<file path="src/rtl/pc_ir_unit_pkg.sv">
// Shared encodings and field bounds for the multicycle fetch-side registers.
// Latency: n/a (constants and helpers only).
// Backpressure: n/a.
package pc_ir_unit_pkg;

  // Next-PC source select encodings driven by the main decoder
  typedef enum logic [1:0] {
    PCSRC_ALU    = 2'b00,
    PCSRC_ALUOUT = 2'b01,
    PCSRC_JUMP   = 2'b10,
    PCSRC_RSVD   = 2'b11
  } pcsrc_e;

  // Instruction field bounds
  localparam int OP_HI  = 31;
  localparam int OP_LO  = 26;
  localparam int JMP_HI = 25;
  localparam int JMP_LO = 0;

  localparam int OP_W  = OP_HI - OP_LO + 1;
  localparam int JMP_W = JMP_HI - JMP_LO + 1;

  // Default PC after reset (word aligned)
  localparam logic [31:0] DEFAULT_RESET_PC = 32'h0000_0000;

  // Jump target: upper nibble of the current PC, 26-bit field, word offset
  function automatic logic [31:0] jump_target(input logic [31:0] cur_pc,
                                              input logic [31:0] cur_instr);
    return {cur_pc[31:28], cur_instr[JMP_HI:JMP_LO], 2'b00};
  endfunction

endpackage

</file>
<file path="src/rtl/pc_ir_unit_flopenr.sv">
// Enable flop of parameterised width with asynchronous active-high reset value.
// Latency: one clock from d/en to q.
// Backpressure: none; en simply holds the current value.
module flopenr #(
  parameter int               WIDTH     = 32,
  parameter logic [WIDTH-1:0] RESET_VAL = '0
) (
  input  logic             clk,
  input  logic             reset,
  input  logic             en,
  input  logic [WIDTH-1:0] d,
  output logic [WIDTH-1:0] q
);

  // Load d on enabled edges; reset forces the reset value immediately
  always_ff @(posedge clk or posedge reset) begin
    if (reset) begin
      q <= RESET_VAL;
    end else if (en) begin
      q <= d;
    end
  end

endmodule

</file>
<file path="src/rtl/pc_ir_unit.sv">
// PC / IR / MDR / ALUOut holder for the multicycle core; optional perf counters (PC_IR_PERF_COUNT_EN).
// Latency: one clock from enable to register output; memaddr/op combinational from registers.
// Backpressure: none; single-cycle memory, no handshake.
module pc_ir_unit
  import pc_ir_unit_pkg::*;
#(
  parameter int          WIDTH    = 32,
  parameter logic [31:0] RESET_PC = DEFAULT_RESET_PC
) (
  input  logic             clk,
  input  logic             reset,
  input  logic             pcwrite,
  input  logic             pcwritecond,
  input  logic             iord,
  input  logic             irwrite,
  input  logic [1:0]       pcsrc,
  input  logic             zero,
  input  logic [WIDTH-1:0] aluresult,
  input  logic [WIDTH-1:0] memrdata,
  output logic [WIDTH-1:0] pc,
  output logic [WIDTH-1:0] memaddr,
  output logic [WIDTH-1:0] instr,
  output logic [OP_W-1:0]  op,
  output logic [WIDTH-1:0] mdr,
  output logic [WIDTH-1:0] aluout,
  output logic [31:0]      cycle_count,
  output logic [31:0]      instr_count
);

  logic             pcen;
  logic [WIDTH-1:0] pcnext;
  logic [WIDTH-1:0] pcsel;

  // Next-PC select; the reserved encoding suppresses the write entirely
  always_comb begin
    pcsel = aluresult;
    pcen  = pcwrite | (pcwritecond & zero);
    unique case (pcsrc_e'(pcsrc))
      PCSRC_ALU:    pcsel = aluresult;
      PCSRC_ALUOUT: pcsel = aluout;
      PCSRC_JUMP:   pcsel = jump_target(pc, instr);
      PCSRC_RSVD: begin
        pcsel = pc;
        pcen  = 1'b0;
      end
      default:      pcsel = aluresult;
    endcase
    // Every loaded PC is word aligned regardless of source
    pcnext = {pcsel[WIDTH-1:2], 2'b00};
  end

  flopenr #(.WIDTH(WIDTH), .RESET_VAL(RESET_PC)) u_pc (
    .clk   (clk),
    .reset (reset),
    .en    (pcen),
    .d     (pcnext),
    .q     (pc)
  );

  flopenr #(.WIDTH(WIDTH), .RESET_VAL('0)) u_ir (
    .clk   (clk),
    .reset (reset),
    .en    (irwrite),
    .d     (memrdata),
    .q     (instr)
  );

  flopenr #(.WIDTH(WIDTH), .RESET_VAL('0)) u_mdr (
    .clk   (clk),
    .reset (reset),
    .en    (1'b1),
    .d     (memrdata),
    .q     (mdr)
  );

  flopenr #(.WIDTH(WIDTH), .RESET_VAL('0)) u_aluout (
    .clk   (clk),
    .reset (reset),
    .en    (1'b1),
    .d     (aluresult),
    .q     (aluout)
  );

  // Address and opcode come only from registered state plus the iord select
  always_comb begin
    memaddr = iord ? aluout : pc;
    op      = instr[OP_HI:OP_LO];
  end

`ifdef PC_IR_PERF_COUNT_EN
  logic [31:0] cycle_q;
  logic [31:0] instr_q;

  // Free-running cycle counter and fetched-instruction counter, both wrap at 2^32
  always_ff @(posedge clk or posedge reset) begin
    if (reset) begin
      cycle_q <= '0;
      instr_q <= '0;
    end else begin
      cycle_q <= cycle_q + 32'd1;
      if (irwrite) begin
        instr_q <= instr_q + 32'd1;
      end
    end
  end

  assign cycle_count = cycle_q;
  assign instr_count = instr_q;
`else
  assign cycle_count = '0;
  assign instr_count = '0;
`endif

endmodule

</file>
<file path="config.mk">
export PLATFORM = sky130hd
export DESIGN_NAME = pc_ir_unit
export DESIGN_NICKNAME = d
export VERILOG_FILES = /design/src/rtl/pc_ir_unit_pkg.sv /design/src/rtl/pc_ir_unit_flopenr.sv /design/src/rtl/pc_ir_unit.sv
export SDC_FILE = /design/constraint.sdc
export NUM_CORES = 1
export LEC_CHECK = 0
export ABC_AREA = 1
export CORE_ASPECT_RATIO = 1.4
export CORE_UTILIZATION = 35
export CTS_CLUSTER_SIZE = 28
export DETAILED_ROUTE_END_ITERATION = 16
export GPL_TIMING_DRIVEN = 0
export PLACE_DENSITY = 0.77
export SYNTH_ARGS = -nofsm -noshare
export SYNTH_HDL_FRONTEND = slang
export SYNTH_SLANG_ARGS = --single-unit
</file>
<file path="constraint.sdc">
create_clock -name clk -period 3.8 [get_ports clk]
set_input_delay 0.76 -clock clk [delete_from_list [all_inputs] [get_ports clk]]
set_output_delay 0.76 -clock clk [all_outputs]
set_load 0.05 [all_outputs]
</file>
**Word level (Yosys, flattened, before mapping)**

Cells that the tools add are included.

- Output and inout bits: 230
- Bits of input ports: 73
- Bits in registers: 126
- Word-level logic and storage cells: 18

- Bitwise operators: 4
- Mux-type cells: 3
- Reductions and logical operators: 3
- Equality and inequality tests: 3

Operators with widths:

| kind | number |
|---|---|
| case mux 32 bit (4 select lines) | 1 |
| 2-to-1 mux 32 bit | 1 |
| equality test 2 bit (second input constant) | 2 |
| AND reduction 3 bit | 1 |
| equality test 2 x 1 -> 1 bit (second input constant) | 1 |
| logical NOT 2 bit | 1 |
| inverter 1 bit | 2 |
| AND reduction 2 bit | 1 |
| AND 1 bit | 1 |
| 2-to-1 mux 1 bit | 1 |
| bitwise OR 1 bit | 1 |

**Logic depth before layout (Yosys ltp)**

Gate-level depths: netlist (run 1).

- Depth in word-level cells: 4
- Mapped depth: 7
- Mapped depth without buffers: 6

**Hierarchy**

Synthesis (run 1) repeated with hierarchy kept, for this count alone.

- Cell total of the unflattened synthesis: 893
- Area, all modules: 7069.3 µm²

Modules (own cells, without submodules):

| module | area each (µm²) | seq. area each (µm²) | instances | cells each |
|---|---|---|---|---|
| flopenr | 1296.2 | 800.8 | 4 | 137 |
| pc_ir_unit | 1884.3 | 0.0 | 1 | 345 |

**Worst setup path before layout (run 1)**

No wires, ideal clock.

- Path type: input port to output port
- Start point: input iord
- End point: output memaddr[28]
- Cell stages on the path: 4
- Arrival time: 1.985 ns
- Buffers on the path: 2
- Slack: 1.055 ns
- Data required time: 3.040 ns
- Cells stage by stage: buf_2 > buf_2 > nor2_1 > a21oi_1

- Word-level cells in the longest chain between the ends: 1

RTL lines:

| what | RTL line | RTL |
|---|---|---|
| from (decl) | pc_ir_unit.sv:14 | `input logic iord,` |
| 2-to-1 mux 32 bit | pc_ir_unit.sv:86 | `memaddr = iord ? aluout : pc;` |
| to (decl) | pc_ir_unit.sv:21 | `output logic [WIDTH-1:0] memaddr,` |

No other way between the ends.

**Worst setup path after layout (run 1)**

- Start point: input iord
- End point: output memaddr[29]

The elaborated chain is that of the path after synthesis.

==> results of run 1 <==
==> state kept, by name (all words and copies together), names as in the netlist <==
register    count
u_pc.q         30
u_mdr.q        32
u_aluout.q     32
u_ir.q         32
==> kinds of logic after synthesis <==
group                  Yosys count
buffers and inverters          109
DFF                            126
muxes                           58
AOI/OAI and AO/OA                8
other                            1
and+or+nand+nor                211
==> cells in the mapped netlist <==
| cell type | number |
|---|---|
| dfrtp_1 | 126 |
| nand2_1 | 123 |
| nand3_1 | 78 |
| buf_4 | 74 |
| mux2_2 | 56 |
| buf_6 | 16 |
| inv_1 | 9 |
| buf_2 | 6 |
| nand2_2 | 5 |
| a21oi_1 | 4 |
| nor2_1 | 4 |
| o21ai_1 | 4 |
| inv_2 | 2 |
| mux2_1 | 2 |
| clkbuf_2 | 1 |
| conb_1 | 1 |
| inv_4 | 1 |
| nor2_8 | 1 |
==> final cells by class <==
cell class / instances / area, sq um / share of cell area
Inverter: 12 / 51.3 / 0.00567
Timing Repair Buffer: 237 / 2400 / 0.266
Tap cell: 196 / 245 / 0.0271
Buffer: 97 / 771 / 0.0852
Clock buffer: 19 / 433 / 0.0479
Multi-Input combinational cell: 343 / 1860 / 0.206
Sequential cell: 126 / 3150 / 0.349
Clock inverter: 13 / 131 / 0.0145
==> per-stage QoR <==
| step | instances | total power [mW] | util | hold slack [ns] | setup slack (ns) |
|---|---|---|---|---|---|
| after floorplan | 578 | 2.55 | - | 0.765 | 1.05 |
| after global placement | 1008 | 3.04 | 0.540 | 0.486 | 0.303 |
| after detailed placement | 1011 | 3.06 | 0.543 | 0.486 | 0.751 |
| after CTS | 1043 | 4.62 | 0.580 | 0.502 | 0.747 |
| after global routing | 1043 | 4.77 | 0.580 | 0.524 | 0.645 |
| final | 1043 | 4.59 | 0.580 | 0.497 | 0.758 |
==> final timing paths <==
check	to	depth (start not counted)	slack, ns
max	memaddr[29]	5	0.76
min	u_pc.q[8]	2	0.50
max reg2reg	u_pc.q[27]	4	2.89
min reg2reg	u_pc.q[8]	2	0.50
max in group asynchronous	u_ir.q[23]	4	2.36
min in group asynchronous	u_mdr.q[2]	2	0.68
==> layer usage <==
layer  part of all wire  vias up
met2               0.56      196
met3              0.055       19
met4              0.015        0
li1                   -     2203
met1               0.37     2221
met5                  0        -
==> tightest hold or removal path: stages, from the launching register on <==
cell and delay [ns]:
dfrtp_1 0.36, nand2_1 0.06, nand2_1 0.05
==> power by group through the flow <==
stage	Combinational (mW)	Sequential, mW	Clock [mW]
detailed placement	1.49	1.57	0
global placement	1.47	1.57	0
CTS	1.49	1.55	1.58
global route	1.56	1.56	1.65
floorplan	0.603	1.95	0
finish	1.48	1.55	1.55
==> layout by cell type (no fill, tap or decap), types with 3 or more instances in the layout <==
master,instances
dfrtp_1,126
buf_2,6
a21oi_1,4
nand3_1,78
buf_6,16
clkbuf_16,17
clkinvlp_4,6
inv_6,5
nand2_1,123
mux2_2,56
nor2_1,4
buf_4,74
buf_12,3
clkdlybuf4s50_1,234
conb_1,66
nand2_2,5
inv_1,8
o21ai_1,4
==> out/metrics.yaml, run 1 <==
path_cells: "buf_2, buf_2, nor2_1, a21oi_1, clkdlybuf4s50_1"
numCtsBuffers: 17
dpl-instance-area_sq_um: 8480
synthSimpleGateAreaFrac: 0.164
cts_sinks: 126
critical_path_class: "primary input to output port"
p_switching_mw: 1.71
hold_class: "flip-flop to flip-flop"
die_x_microns: 109
status: "finished, final reports clean"
cpPeakStageDelay_ns: 0.83
fin_area_sq_um: 9050
grt_use_met1: 0.237
clkLatencyLatePin_ns: 0.41
synth_top_cell_area_share: 0.564
vias: 4639
crit_buf_inv: 3
fin_skew_ns: 0.00756
cts_resized: 0
drive_gt1_frac: 0.231
grt_busiest_layer: "met2"
path_delay_family: "buffers and inverters"
cts_hold_buf: 0
rsz0062_at_grt: "false"
n_fill_cell: 1317
gp_congestion: 0.800
synthXorXnorAreaFrac: 0
htreeDepth: 4
rows: 54
arrival_ns: 2.28
p_seq_frac: 0.338
slew_violations: 0
grt-ovfl-total: 0
synthAdderAreaFrac: 0
finalHoldViolations: 0
synth_top_cell_by_area: "dfrtp_1"
synth.area.mux_share: 0.117
wire_per_inst_microns: 16.2
crit_required_ns: 3.04
p_leak_nw: 4.26
critPathLaunch: "iord"
fin_crit_ns: 3.04
worst_setup_path_start_kind: "primary input"
met3_usage: 0.0441
wirelength_microns: 16900
max_slew.worst_pin.slew_ns: 0.542
syn_to_final_growth_pct: 61.9
dr.first_iter.drc_count: 134
dr.pass1.iters: 4
fp.dieH_microns: 151
synthCells: 513
cts_root_buf: "clkbuf_16"
die-area_sq_um: 16500
port_buffers: 234
final_nets: 907
pin_count: 303
antenna_found_initial: 0
yosysSeqAreaShare: 0.564
cpMostUsedCell: "buf_2"
dp_hpwl_microns: 13000
core_area_sq_um: 15600
pwr-share-clk: 0.338
peakVddDrop_v: 0.000264
grt_max_degree: 42
synth_area_sq_um: 5590
cts_post_setup_buffers_inserted: 0
combPwrFrac: 0.324
vias_per_cell: 4.45
cts_tree: "yes"
end_kind: "output port"
ys_ff_latch: 126
min_from: "u_pc.q[8]"
start_util: 0.358
path_max_fanout: 10
yosysUniqueCellTypes: 18
synth_top_family_by_area: "simple AND/OR/NAND/NOR gates"
period_share: 0.801
final_antenna_net_count: 0
r2r-start: "u_ir.q[25]"
crit_path_top_delay_cell: "clkdlybuf4s50_1"
met2_usage: 0.390
finalSetupViolations: 0
gr-usage-all-layers: 0.211
finalSetupTns_ns: 0
swShare: 0.373
antenna_cells: 0
drc_errors: 0
grt_pass1_wl_microns: 25300
clkSlewWorstSetupHoldPaths_ns: 0.06
internal-power_mw: 2.88
netlist_top_cells_area: "dfrtp_1 56%, mux2_2 11%, buf_4 9.9%"
power_density_nw_per_um2: 507
slew_headroom: 0.638
cts_buffer_depth: 2
cap_viol_max_count: 0
syn_avg_cell_area_sq_um: 10.9
yosysWarnings: 0
fmax_mhz: 329
grt_pass1_vias: 4492
synth_compound_area_frac: 0.00717
Note: power is estimated with default switching activity, not from simulation.
==> run 2: changes to the inputs <==
--- a/config.mk
+++ b/config.mk
@@ -7,11 +7,11 @@
 export LEC_CHECK = 0
 export ABC_AREA = 1
 export CORE_ASPECT_RATIO = 1.4
-export CORE_UTILIZATION = 35
+export CORE_UTILIZATION = 39
 export CTS_CLUSTER_SIZE = 28
 export DETAILED_ROUTE_END_ITERATION = 16
 export GPL_TIMING_DRIVEN = 0
-export PLACE_DENSITY = 0.77
+export PLACE_DENSITY = 0.81
 export SYNTH_ARGS = -nofsm -noshare
 export SYNTH_HDL_FRONTEND = slang
 export SYNTH_SLANG_ARGS = --single-unit
==> constraint.sdc (replaced) <==
create_clock -name clk -period 3.1 [get_ports clk]
set_input_delay 0.62 -clock clk [delete_from_list [all_inputs] [get_ports clk]]
set_output_delay 0.62 -clock clk [all_outputs]
set_load 0.05 [all_outputs]
==> run 2 against run 1 <==
Worst setup slack got worse by 0.41 ns. Die area is 10% lower. Register-to-register slack got worse by 0.70 ns. Core utilization up 6.7 points. Non-clock buffer count unchanged. Count of clock-buffer cells in the layout fell by 1. Largest cell class unchanged. First-iteration DRC count is 43% higher. Clock skew grew 0.0023 ns. Critical path depth fell by 1.
==> out/metrics.yaml, run 2 (synthesized netlist as in run 1, its figures left out) <==
status: "finished, final reports clean"  # unchanged
cts_hold_buf: 0  # unchanged
path_max_fanout: 10  # unchanged
path_delay_family: "buffers and inverters"  # unchanged
p_leak_nw: 4.28  # was 4.26 nW
numCtsBuffers: 17  # unchanged
path_cells: "buf_2, buf_6, mux2_2, clkdlybuf4s50_1"  # was buf_2, buf_2, nor2_1, a21oi_1, clkdlybuf4s50_1
grt_max_degree: 41  # was 42
dp_hpwl_microns: 12800  # was 13,000 microns
final_nets: 907  # unchanged
cts_root_buf: "clkbuf_16"  # unchanged
vias_per_cell: 4.53  # was 4.45
cts_resized: 0  # unchanged
rr_endpoint: "u_pc.q[27]"  # unchanged
antenna_cells: 0  # unchanged
drc_errors: 0  # unchanged
fin_crit_ns: 2.75
max_slew.worst_pin.slew_ns: 0.635  # was 0.542 ns
dpl-instance-area_sq_um: 8470  # was 8480 sq um
dr.first_iter.drc_count: 192  # was 134
clkLatencyLatePin_ns: 0.41  # about the same
hold_class: "flip-flop to flip-flop"  # unchanged
critPathLaunch: "iord"  # unchanged
endpoint: "memaddr[19]"  # was memaddr[29]
finalHoldViolations: 0  # unchanged
clkSlewWorstSetupHoldPaths_ns: 0.06  # about the same
critical_path_class: "primary input to output port"  # unchanged
period_share: 0.888
arrival_ns: 2.13  # was 2.28 ns
gp_congestion: 0.803  # was 0.800
power_density_nw_per_um2: 624  # was 507 nW/um^2
rsz0062_at_grt: "false"  # unchanged
cts_sinks: 126  # unchanged
gr-usage-all-layers: 0.233  # was 0.211
cap_viol_max_count: 0  # unchanged
peakVddDrop_v: 0.000379  # was 0.000264 V
end_kind: "output port"  # unchanged
grt-ovfl-total: 0  # unchanged
port_buffers: 234  # unchanged
fmax_mhz: 363
final_antenna_net_count: 0  # unchanged
worst_setup_path_start_kind: "primary input"  # unchanged
vias: 4678  # was 4,639
rows: 51  # was 54
slew_headroom: 0.576  # was 0.638
r2r-start: "u_ir.q[25]"  # unchanged
r2r_cells: 4  # unchanged
finalSetupViolations: 0  # unchanged
n_fill_cell: 1111  # was 1,317
core_area_sq_um: 14000  # was 15,600 sq um
slew_violations: 0  # unchanged
layout_commonest_cell: "clkdlybuf4s50_1"  # unchanged
die-area_sq_um: 14800  # was 16,500 sq um
syn_to_final_growth_pct: 61.8  # was 61.9%
fp.dieH_microns: 144  # was 151 microns
die_x_microns: 103  # was 109 microns
antenna_found_initial: 0  # unchanged
crit_path_top_delay_cell: "clkdlybuf4s50_1"  # unchanged
cts_tree: "yes"  # unchanged
drive_gt1_frac: 0.234  # was 0.231
cts_post_setup_buffers_inserted: 0  # unchanged
fin_area_sq_um: 9040  # was 9050 sq um
wirelength_microns: 16700  # was 16,900 microns
cp.depth: 4  # was 5
htreeDepth: 4  # unchanged
crit_required_ns: 2.48  # was 3.04 ns
rrSetupSlack_ns: 2.19  # was 2.89 ns
crit_buf_inv: 3  # unchanged
fin_skew_ns: 0.00987  # was 0.00756 ns
grt_pass1_vias: 4648  # was 4,492
grt_pass1_wl_microns: 25100  # was 25,300 microns
largestRegisters: "u_aluout.q (32), u_ir.q (32), u_mdr.q (32)"  # unchanged
instances_no_fill: 1032  # was 1,043
dpl.cell_count: 1000  # was 1,011
cts_buffer_depth: 2  # unchanged
dr.pass1.iters: 4  # unchanged
final_cell_mix: "234 x clkdlybuf4s50_1, 126 x dfrtp_1, 123 x nand2_1, 78 x nand3_1, 74 x buf_4"  # unchanged
start_util: 0.400  # was 0.358
wire_per_inst_microns: 16.2  # about the same
cpPeakStageDelay_ns: 0.72  # was 0.83 ns
pin_count: 303  # unchanged
==> run 2: area by class of cell <==
class	instances	area, sq um	area share
well taps	185	231	0.0256
clock buffers	18	439	0.0486
inverters	12	51.3	0.00567
plain buffers	97	771	0.0853
clock inverters	14	133	0.0147
repair buffers	237	2400	0.266
multi-input cells	343	1860	0.206
flip-flops and latches	126	3150	0.349
==> run 2: through the flow <==
| step | setup WS, ns | TNS, ns | util | power [mW] | hold WS [ns] |
|---|---|---|---|---|---|
| 3_3_place_gp | -0.214 | -25.69 | 0.602 | 3.72 | 0.489 |
| 5_1_grt | 0.254 | 0 | 0.647 | 5.85 | 0.532 |
| 2_1_floorplan | 0.635 | 0 | - | 3.13 | 0.651 |
| 6_report | 0.349 | 0 | 0.647 | 5.64 | 0.511 |
| 4_1_cts | 0.331 | 0 | 0.647 | 5.68 | 0.511 |
| 3_5_place_dp | 0.336 | 0 | 0.606 | 3.75 | 0.494 |
==> run 2: how the worst min path moves through the flow <==
stage	cells after the start	from	end	slack [ns]
after floorplan	0	aluresult[0]	u_aluout.q[0]	0.65
after global placement	2	u_pc.q[19]	u_pc.q[19]	0.49
after detailed placement	2	u_pc.q[19]	u_pc.q[19]	0.49
after CTS	2	u_pc.q[19]	u_pc.q[19]	0.51
after global routing	2	u_pc.q[19]	u_pc.q[19]	0.53
final	2	u_pc.q[19]	u_pc.q[19]	0.51
==> run 2: worst min-delay path, cell delays in order (launching register included) <==
cell,delay (ns)
dfrtp_1,0.37
nand2_1,0.06
nand2_1,0.05
==> run 2: metal layers <==
metal / GRT usage / wire length, microns
met3: 0.0569 / 1180
met2: 0.428 / 9210
met5: 0 / 0
met1: 0.256 / 5980
met4: 0.0815 / 345
==> run 2: report_power, final <==
part / internal, mW / switching (mW) / leakage [nW]
Sequential: 1.78 / 0.112 / 1.50
Combinational: 0.620 / 1.21 / 2.49
Clock: 1.14 / 0.778 / 0.280
Total: 3.54 / 2.10 / 4.28
==> run 3: changes to the inputs <==
--- a/config.mk
+++ b/config.mk
@@ -7,11 +7,12 @@
 export LEC_CHECK = 0
 export ABC_AREA = 1
 export CORE_ASPECT_RATIO = 1.4
-export CORE_UTILIZATION = 39
+export CORE_UTILIZATION = 43
 export CTS_CLUSTER_SIZE = 28
 export DETAILED_ROUTE_END_ITERATION = 16
 export GPL_TIMING_DRIVEN = 0
-export PLACE_DENSITY = 0.81
+export PLACE_DENSITY = 0.82
 export SYNTH_ARGS = -nofsm -noshare
 export SYNTH_HDL_FRONTEND = slang
+export SYNTH_HIERARCHICAL = 1
 export SYNTH_SLANG_ARGS = --single-unit
==> run 3 against run 2 <==
Maximum frequency rose by 0.29%. Worst hold slack lost 0.043 ns. Routed wire length increased by 33%. Sequential power rose by 8%. Count of clock-buffer cells in the layout grew 1. Clock skew is 0.0017 ns higher. Critical endpoint is now memaddr[24].
==> out/metrics.yaml, run 3 <==
numCtsBuffers: 17  # unchanged
slew_violations: 0  # unchanged
vias_per_cell: 4.83  # was 4.53
drive_gt1_frac: 0.173  # was 0.234
n_fill_cell: 1362  # was 1,111
fp.dieH_microns: 154  # was 144 microns
dp_hpwl_microns: 17000  # was 12,800 microns
end_kind: "output port"  # unchanged
grt_pass1_wl_microns: 34600  # was 25,100 microns
synth_top_cell_by_area: "dfrtp_1"  # unchanged
synth_common_cells: "411 x nand2_1, 128 x dfrtp_1, 78 x nand3_1"  # was 126 x dfrtp_1, 123 x nand2_1, 78 x nand3_1
arrival_ns: 2.12  # was 2.13 ns
clkSlewWorstSetupHoldPaths_ns: 0.06  # about the same
cts_tree: "yes"  # unchanged
ys_ff_latch: 128  # was 126
netlist_top_cells_area: "dfrtp_1 45%, nand2_1 22%, buf_4 8.1%"  # was dfrtp_1 56%, mux2_2 11%, buf_4 9.9%
multi_input_area_sq_um: 2840  # was 1860 sq um
wirelength_microns: 22300  # was 16,700 microns
final_nets: 1288  # was 907
rsz0062_at_grt: "false"  # unchanged
cpMostUsedCell: "buf_2"
fin_skew_ns: 0.0116  # was 0.00987 ns
fin_crit_ns: 2.74  # was 2.75 ns
power_density_nw_per_um2: 606  # was 624 nW/um^2
antenna_cells: 0  # unchanged
pin_count: 303  # unchanged
peakVddDrop_v: 0.000326  # was 0.000379 V
fmax_mhz: 365  # was 363 MHz
syn_avg_cell_area_sq_um: 7.92  # was 10.9 sq um
synthCells: 893  # was 513
finalSetupViolations: 0  # unchanged
die-area_sq_um: 17000  # was 14,800 sq um
start_util: 0.439  # was 0.400
finalSetupTns_ns: 0  # unchanged
crit_required_ns: 2.48  # about the same
cap_viol_max_count: 0  # unchanged
status: "finished, final reports clean"  # unchanged
cts_hold_buf: 0  # unchanged
worst_setup_path_start_kind: "primary input"  # unchanged
grt_max_degree: 33  # was 41
synth-edff-count: 0  # unchanged
die_x_microns: 110  # was 103 microns
drc_errors: 0  # unchanged
layout_commonest_cell: "nand2_1"  # was clkdlybuf4s50_1
hold_class: "primary input to flip-flop"  # was flip-flop to flip-flop
yosysSeqAreaShare: 0.453  # was 0.564
seq_area_sq_um: 3200  # was 3150 sq um
final_antenna_net_count: 0  # unchanged
dr.pass1.iters: 5  # was 4
clkLatencyLatePin_ns: 0.42  # was 0.41 ns
synth_flop_cell: "dfrtp_1"  # unchanged
path_cells: "buf_2, buf_2, nand2_1, o21ai_0, clkdlybuf4s50_1"  # was buf_2, buf_6, mux2_2, clkdlybuf4s50_1
port_buffers: 234  # unchanged
cts_buffer_depth: 2  # unchanged
yosysWarnings: 6  # was 0
wire_per_inst_microns: 15.6  # was 16.2 microns
cts_post_setup_buffers_inserted: 0  # unchanged
final_cell_mix: "411 x nand2_1, 234 x clkdlybuf4s50_1, 128 x dfrtp_1, 78 x nand3_1, 76 x buf_4"  # was 234 x clkdlybuf4s50_1, 126 x dfrtp_1, 123 x nand2_1, 78 x nand3_1, 74 x buf_4
htreeDepth: 4  # unchanged
cpPeakStageDelay_ns: 0.84  # was 0.72 ns
async_flop_share: 1.00  # unchanged
gp_congestion: 0.864  # was 0.803
layout_setup_ws_ns: 0.357  # was 0.349 ns
core_area_sq_um: 16100  # was 14,000 sq um
p_leak_nw: 5.35  # was 4.28 nW
finalHoldViolations: 0  # unchanged
post-place-ws_ns: 0.343  # was 0.336 ns
path_max_fanout: 10  # unchanged
synth_area_sq_um: 7070  # was 5590 sq um
grt-ovfl-total: 0  # unchanged
synth_top_cell_area_share: 0.453  # was 0.564
slew_headroom: 0.463  # was 0.576
instances_no_fill: 1427  # was 1,032
yosysMostFrequentCell: "nand2_1"  # was dfrtp_1
gr-usage-all-layers: 0.268  # was 0.233
grt_pass1_vias: 6533  # was 4,648
yosysUniqueCellTypes: 21  # was 18
crit_path_top_delay_cell: "clkdlybuf4s50_1"  # unchanged
cts_sinks: 128  # was 126
dr.first_iter.drc_count: 351  # was 192
cts_root_buf: "clkbuf_16"  # unchanged
syn_to_final_growth_pct: 49.6  # was 61.8%
dpl.cell_count: 1393  # was 1,000
whs_ns: 0.468  # was 0.511 ns
cts_resized: 0  # unchanged
finalPower_mw: 6.41  # was 5.64 mW
vias: 6892  # was 4,678
antenna_found_initial: 0  # unchanged
rows: 55  # was 51
max_slew.worst_pin.slew_ns: 0.805  # was 0.635 ns
critical_path_class: "primary input to output port"  # unchanged
period_share: 0.885  # was 0.888
run 3: cell types whose count changed after synthesis, moves of 4 or more:
cell,before,now
o211ai_2,0,4
o21ai_0,0,32
nand4_1,0,26
mux2_2,56,0
inv_1,9,38
o21ai_1,4,0
nand2_2,5,40
clkbuf_8,0,12
nand2_1,123,411
buf_12,0,4
a21oi_1,4,0
buf_2,6,15
inv_8,0,4
nor2_1,4,0
run 3: worst paths after layout:
path / cells after the start / slack [ns] / endpoint / start
min in group asynchronous: 2 / 0.57 / u_mdr/q[5] / reset
min reg2reg: 2 / 0.51 / u_pc/q[31] / u_pc/q[31]
max: 5 / 0.36 / memaddr[24] / iord
min: 3 / 0.47 / u_ir/q[12] / irwrite
max reg2reg: 4 / 2.14 / u_pc/q[2] / u_ir/q[0]
max in group asynchronous: 3 / 1.71 / u_aluout/q[25] / reset
run 3: through the flow:
step            util  instance area, sq um
3_5_place_dp   0.617                  9940
6_report       0.657                 10600
5_1_grt        0.657                 10600
2_1_floorplan      -                  7320
4_1_cts        0.654                 10500
3_3_place_gp   0.615                  9910
run 3: metal layers:
metal  track usage  up-vias  routed length, microns
li1              -     3301                       -
met1         0.306     3206                    8260
met2         0.471      338                   11600
met3        0.0610       47                    1740
met4         0.114        0                     718
met5             0        -                       0
run 3: worst max-delay path: cells and delay by family:
family / cells / cell delay (ns)
and+or+nand+nor: 1 / 0.07
AOI/OAI and AO/OA: 1 / 0.09
buffers and inverters: 3 / 1.33
run 3: final cells by class:
cell class                 count  area share
timing repair buffer         237       0.228
buffer                       125       0.102
inverter                      44      0.0187
sequential                   128       0.303
tap                          199      0.0235
clock inverter                13      0.0141
multi-input combinational    662       0.268
clock buffer                  19      0.0428
run 3: where the power goes:
| part | leakage [nW] | internal (mW) | switching [mW] |
|---|---|---|---|
| sequential | 1.58 | 1.85 | 0.200 |
| combinational | 3.48 | 0.768 | 1.55 |
| clock | 0.293 | 1.24 | 0.794 |
| total | 5.35 | 3.86 | 2.55 |
run 3: logic make-up after synthesis:
kind of cell	share of synthesized area
buf+inv	0.181
flops	0.453
compound gates	0.0306
other cells	0.00106
simple gates	0.334
